### config.mk
export PLATFORM = sky130hd
export DESIGN_NAME = sap1_controller_flat
export DESIGN_NICKNAME = d
export VERILOG_FILES = /design/src/rtl/sap1_controller_if.sv /design/src/rtl/sap1_controller.sv /design/src/flat_wrapper.sv
export SDC_FILE = /design/constraint.sdc
export NUM_CORES = 1
export LEC_CHECK = 0
export ABC_CLOCK_PERIOD_IN_PS = 1800
export CORE_AREA = 2 2 39 41
export DETAILED_ROUTE_END_ITERATION = 6
export DIE_AREA = 0 0 41 43
export GPL_ROUTABILITY_DRIVEN = 0
export PLACE_DENSITY = 0.72
export SYNTH_ARGS = -nofsm -noshare
export SYNTH_HDL_FRONTEND = slang
export SYNTH_SLANG_ARGS = --single-unit
export TNS_END_PERCENT = 10
### constraint.sdc
create_clock -name clk_i -period 1.8 [get_ports clk_i]
set_input_delay 0.27 -clock clk_i [delete_from_list [all_inputs] [get_ports clk_i]]
set_output_delay 0.27 -clock clk_i [all_outputs]
set_load 0.005 [all_outputs]
### src/rtl/sap1_controller_if.sv
// SAP-1 controller <-> datapath bundle: IR opcode in, ring state and
// register load/enable strobes out.
interface sap1_controller_if #(
    parameter int OPCODE_W = 4,
    parameter int T_STATES = 6
) ();
    logic [OPCODE_W-1:0] opcode;
    logic [T_STATES-1:0] t_state;
    logic cp, ep, lm, ce, li, ei;
    logic la, ea, su, eu, lb, lo;
    logic cycle_end;
    logic halt;

    modport master (
        input  opcode,
        output t_state,
        output cp, ep, lm, ce, li, ei,
        output la, ea, su, eu, lb, lo,
        output cycle_end, halt
    );

    modport slave (
        output opcode,
        input  t_state,
        input  cp, ep, lm, ce, li, ei,
        input  la, ea, su, eu, lb, lo,
        input  cycle_end, halt
    );
endinterface

### src/rtl/sap1_controller.sv
// SAP-1 control sequencer: one-hot T1..T6 ring plus opcode decode.
// Define SAP1_VAR_CYCLE_EN to end each instruction after its last useful T-state.
module sap1_controller #(
    parameter int OPCODE_W = 4,
    parameter int T_STATES = 6
) (
    input logic clk_i,
    input logic rst_i,
    sap1_controller_if.master ctl
);
    localparam logic [OPCODE_W-1:0] OP_LDA = OPCODE_W'(4'b0000);
    localparam logic [OPCODE_W-1:0] OP_ADD = OPCODE_W'(4'b0001);
    localparam logic [OPCODE_W-1:0] OP_SUB = OPCODE_W'(4'b0010);
    localparam logic [OPCODE_W-1:0] OP_OUT = OPCODE_W'(4'b1110);
    localparam logic [OPCODE_W-1:0] OP_HLT = OPCODE_W'(4'b1111);
    localparam logic [T_STATES-1:0] T1 = T_STATES'(1);

    logic [T_STATES-1:0] t_q, t_d, t_rot;
    logic halt_q, halt_d;
    logic is_lda, is_add, is_sub, is_out, is_hlt, is_nop;
    logic last;

    assign t_rot = {t_q[T_STATES-2:0], t_q[T_STATES-1]};

    always_comb begin
        is_lda = 1'b0;
        is_add = 1'b0;
        is_sub = 1'b0;
        is_out = 1'b0;
        is_hlt = 1'b0;
        is_nop = 1'b0;
        unique case (ctl.opcode)
            OP_LDA:  is_lda = 1'b1;
            OP_ADD:  is_add = 1'b1;
            OP_SUB:  is_sub = 1'b1;
            OP_OUT:  is_out = 1'b1;
            OP_HLT:  is_hlt = 1'b1;
            default: is_nop = 1'b1;
        endcase
    end

    // last: final T-state of the current instruction, ungated by reset
`ifdef SAP1_VAR_CYCLE_EN
    assign last = (is_lda & t_q[4])
                | (is_out & t_q[3])
                | (is_nop & t_q[2])
                | ((is_add | is_sub) & t_q[5])
                | (is_hlt & t_q[3]);
`else
    assign last = t_q[5] | (is_hlt & t_q[3]);
`endif

    always_ff @(posedge clk_i) begin
        if (rst_i) begin
            t_q    <= T1;
            halt_q <= 1'b0;
        end else begin
            t_q    <= t_d;
            halt_q <= halt_d;
        end
    end

    // HLT still steps into T5, then the ring freezes there
    always_comb begin
        t_d    = t_q;
        halt_d = halt_q;
        if (!halt_q) begin
            if (is_hlt && t_q[3]) begin
                t_d    = t_rot;
                halt_d = 1'b1;
            end else if (last) begin
                t_d = T1;
            end else begin
                t_d = t_rot;
            end
        end
    end

    always_comb begin
        ctl.cp        = 1'b0;
        ctl.ep        = 1'b0;
        ctl.lm        = 1'b0;
        ctl.ce        = 1'b0;
        ctl.li        = 1'b0;
        ctl.ei        = 1'b0;
        ctl.la        = 1'b0;
        ctl.ea        = 1'b0;
        ctl.su        = 1'b0;
        ctl.eu        = 1'b0;
        ctl.lb        = 1'b0;
        ctl.lo        = 1'b0;
        ctl.cycle_end = 1'b0;
        if (!rst_i && !halt_q) begin
            ctl.cycle_end = last;
            unique case (1'b1)
                t_q[0]: begin
                    ctl.ep = 1'b1;
                    ctl.lm = 1'b1;
                end
                t_q[1]: ctl.cp = 1'b1;
                t_q[2]: begin
                    ctl.ce = 1'b1;
                    ctl.li = 1'b1;
                end
                t_q[3]: begin
                    ctl.ei = is_lda | is_add | is_sub;
                    ctl.lm = is_lda | is_add | is_sub;
                    ctl.ea = is_out;
                    ctl.lo = is_out;
                end
                t_q[4]: begin
                    ctl.ce = is_lda | is_add | is_sub;
                    ctl.la = is_lda;
                    ctl.lb = is_add | is_sub;
                end
                t_q[5]: begin
                    ctl.eu = is_add | is_sub;
                    ctl.la = is_add | is_sub;
                    ctl.su = is_sub;
                end
                default: ;
            endcase
        end
    end

    assign ctl.t_state = t_q;
    assign ctl.halt    = halt_q;
endmodule

### src/flat_wrapper.sv
// flat-port wrapper written by rule: the top's interface ports become plain ports
module sap1_controller_flat 
#(
    parameter int OPCODE_W = 4,
    parameter int T_STATES = 6
)
  (clk_i, rst_i, ctl_opcode, ctl_t_state, ctl_cp, ctl_ep, ctl_lm, ctl_ce, ctl_li, ctl_ei, ctl_la, ctl_ea, ctl_su, ctl_eu, ctl_lb, ctl_lo, ctl_cycle_end, ctl_halt);
  sap1_controller_if #(.OPCODE_W(OPCODE_W), .T_STATES(T_STATES)) ctl_i ();
  input logic clk_i;
  input logic rst_i;
  input wire logic [$bits(ctl_i.opcode)-1:0] ctl_opcode;
  output wire logic [$bits(ctl_i.t_state)-1:0] ctl_t_state;
  output wire logic [$bits(ctl_i.cp)-1:0] ctl_cp;
  output wire logic [$bits(ctl_i.ep)-1:0] ctl_ep;
  output wire logic [$bits(ctl_i.lm)-1:0] ctl_lm;
  output wire logic [$bits(ctl_i.ce)-1:0] ctl_ce;
  output wire logic [$bits(ctl_i.li)-1:0] ctl_li;
  output wire logic [$bits(ctl_i.ei)-1:0] ctl_ei;
  output wire logic [$bits(ctl_i.la)-1:0] ctl_la;
  output wire logic [$bits(ctl_i.ea)-1:0] ctl_ea;
  output wire logic [$bits(ctl_i.su)-1:0] ctl_su;
  output wire logic [$bits(ctl_i.eu)-1:0] ctl_eu;
  output wire logic [$bits(ctl_i.lb)-1:0] ctl_lb;
  output wire logic [$bits(ctl_i.lo)-1:0] ctl_lo;
  output wire logic [$bits(ctl_i.cycle_end)-1:0] ctl_cycle_end;
  output wire logic [$bits(ctl_i.halt)-1:0] ctl_halt;
  assign ctl_i.opcode = ctl_opcode;
  assign ctl_t_state = ctl_i.t_state;
  assign ctl_cp = ctl_i.cp;
  assign ctl_ep = ctl_i.ep;
  assign ctl_lm = ctl_i.lm;
  assign ctl_ce = ctl_i.ce;
  assign ctl_li = ctl_i.li;
  assign ctl_ei = ctl_i.ei;
  assign ctl_la = ctl_i.la;
  assign ctl_ea = ctl_i.ea;
  assign ctl_su = ctl_i.su;
  assign ctl_eu = ctl_i.eu;
  assign ctl_lb = ctl_i.lb;
  assign ctl_lo = ctl_i.lo;
  assign ctl_cycle_end = ctl_i.cycle_end;
  assign ctl_halt = ctl_i.halt;
  sap1_controller #(.OPCODE_W(OPCODE_W), .T_STATES(T_STATES)) u_core (.clk_i(clk_i), .rst_i(rst_i), .ctl(ctl_i));
endmodule
==> metrics.txt, run 1 <==
status finished, violations left; failing checks setup timing; MaxCap Viol Count 0; YS warnings 0; Worst Slack Setup Final -29.0 ps; die area 1760 sq um; post-route clock period utilization 1.02; prevailing post-synth register cell dfxtp_1; first-pass GRT wire length 2290 microns; ANT cells 0; ys async rst share 0; final core occ 0.599; Core ar. 1380 sq um; Yosys top cell area share 0.316; VDD IR max 288 uV; Final Setup Violations 2; Fmax 547 MHz; Syn Nets 62; std cell rows 14; total power 395 uW; Initial Utilization 0.320; largest area contributor in the netlist dfxtp_1; global route overflow 0; Hold Fails Final Rpt 0; minimum clock period 1830 ps; DR iter-0 viols 7; drc violations 0; DP HPWL 1020 microns; CTS Buf Count 3; Worst-Margin Slew 281 ps; Die X 41 microns; kind of critical path in -> out; flops & latches, synth 7; RSZ-0062 raised after global routing yes; P_leak 0.000410 uW; Routed WL per cell 12.7 microns; number of antenna violations at the first check in global routing 0; PwrDens 476 nW/um^2; via count 583; vias in the first global route 542; Critical Path AT 1560 ps; IO Port Bufs 25; Req. time, crit path 1530 ps; Via density 5.25; Synth cell types 29; ranking of synthesized cells by area dfxtp_1, nand2_1, a21oi_1, inv_1, a21o_2; Worst R2R Start u_core.ctl.t_state[3]; share of layout cells above drive strength 1 0.400; drt total wl 1410 microns; IO Pins 26; Hold Startpoint rst_i; finished layout cell area 830 sq um; placed cells 104; Avg Inst Size Synth 7.91 sq um; skew final 0.780 ps; post-synthesis cell area 443 sq um; first-pass detailed-route iteration total 4; # fillers 126; Net count, final 102; Slew Viols, Final 0; number of H-tree levels 1; die height 43 microns; sequential fraction of the synthesis area 0.316; Clock Sink Count 7; path depth of the worst reg2reg path 5; Max clock buf depth 2; Worst setup SP type primary input; Global Route Usage Sum 0.193; Area Overhead vs Synth 87.3%; root buf cell clkbuf_4; Slew HR 0.812; start point of the critical path ctl_opcode[3]; Clk pin slew, worst setup/hold paths 50 ps; Placed Area 766 sq um; HP Class in -> reg; Hold Path Stages 3; worst skew pair latency 250 ps; pre-CTS WS -548 ps; largest net degree at the start of global routing 13; Post-synth EDFFs 0; Synth Instances 56; Routed Antenna Nets 0; CTS tree done; CP endpoint kind primary output; critical path fanouts, max 2; non-filler cells, final 111
==> layer usage <==
layer / global-route usage / wire length (microns) / vias to the layer above
li1: - / - / 282
met1: 0.208 / 538 / 276
met2: 0.334 / 750 / 23
met3: 0.0471 / 111 / 2
met4: 0.0800 / 8 / 0
met5: 0 / 0 / -
==> worst max-delay path: stages <==
cell,delay (ps)
dlygate4sd2_1,250
or4_4,570
a21oi_4,150
buf_6,120
and2_4,120
buf_6,80
==> path summary, 6_finish.rpt <==
check | slack, ps | end
worst max register to register | 570 | u_core.ctl.t_state[5]
worst min-delay path | 490 | u_core.ctl.halt
worst min register to register | 550 | u_core.ctl.t_state[1]
worst max-delay path | -30 | ctl_ei
==> cell families (layout without fill, tap and decap cells) <==
group,count (synthesis),count (layout),share of synthesized area
xor+xnor,1,1,0.0198
compound gates,16,16,0.263
simple gates,23,23,0.291
flops,7,7,0.316
buf+inv,9,48,0.110
==> sequential cells by signal (all words and copies together) (netlist names) <==
name                flops
u_core.ctl.halt         1
u_core.ctl.t_state      6
==> cell usage after synthesis, types with 2 or more instances <==
cell      count
nand3_1       2
nor2_1        4
and2_1        2
nor3_1        3
dfxtp_1       7
a21o_2        2
nand2_1       6
o221ai_1      2
inv_1         5
a21oi_1       4
==> timing repair <==
item,CTS,global route
gates cloned,0,0
setup endpoints to repair,13,9
hold buffers,0,0
resized for setup,49,6
setup buffers,3,0
pin swaps,7,2
==> stage by stage <==
stage	TNS, ps	hold WS (ps)
after floorplan	0	460
after detailed placement	-5000	540
after CTS	-279	486
after global routing	-221	513
final	-51.6	492
after global placement	-4750	529
==> power by group <==
group,switching [uW],total (uW),internal (uW)
Clock,57.0,141,84.5
Sequential,4.93,166,161
Combinational,37.9,88.0,50.1
==> cell usage in the layout, fill, tap and decap left out, drive strengths merged <==
| cell | instances |
|---|---|
| dfxtp | 7 |
| buf | 21 |
| o221ai | 2 |
| a211oi | 1 |
| xnor2 | 1 |
| nand2 | 6 |
| or4 | 1 |
| o2bb2ai | 1 |
| a21o | 2 |
| a221oi | 1 |
| o21ai | 1 |
| and2 | 2 |
| o41ai | 1 |
| dlymetal6s2s | 1 |
| a31oi | 1 |
| and3b | 2 |
| and2b | 1 |
| nor3 | 3 |
| a21oi | 5 |
| clkbuf | 5 |
| inv | 5 |
| a21boi | 1 |
| clkdlybuf4s50 | 8 |
| nand3 | 2 |
| and4 | 1 |
| dlygate4sd2 | 8 |
| nor2 | 4 |
| nor2b | 1 |
==> cell type report <==
class	count	area [sq um]	area share
clock buffer	4	26.3	0.0317
inverter	5	18.8	0.0226
multi-input combinational	40	294	0.354
sequential	7	141	0.170
tap	16	20.0	0.0241
timing repair buffer	39	329	0.397
No activity file was read; power rests on OpenSTA's default activity.
==> run 2, diff against run 1 <==
CAP_MARGIN = 20   (was unset)
==> results of run 2 <==
The final DEF is identical to that of run 1; final timing and power are the same.
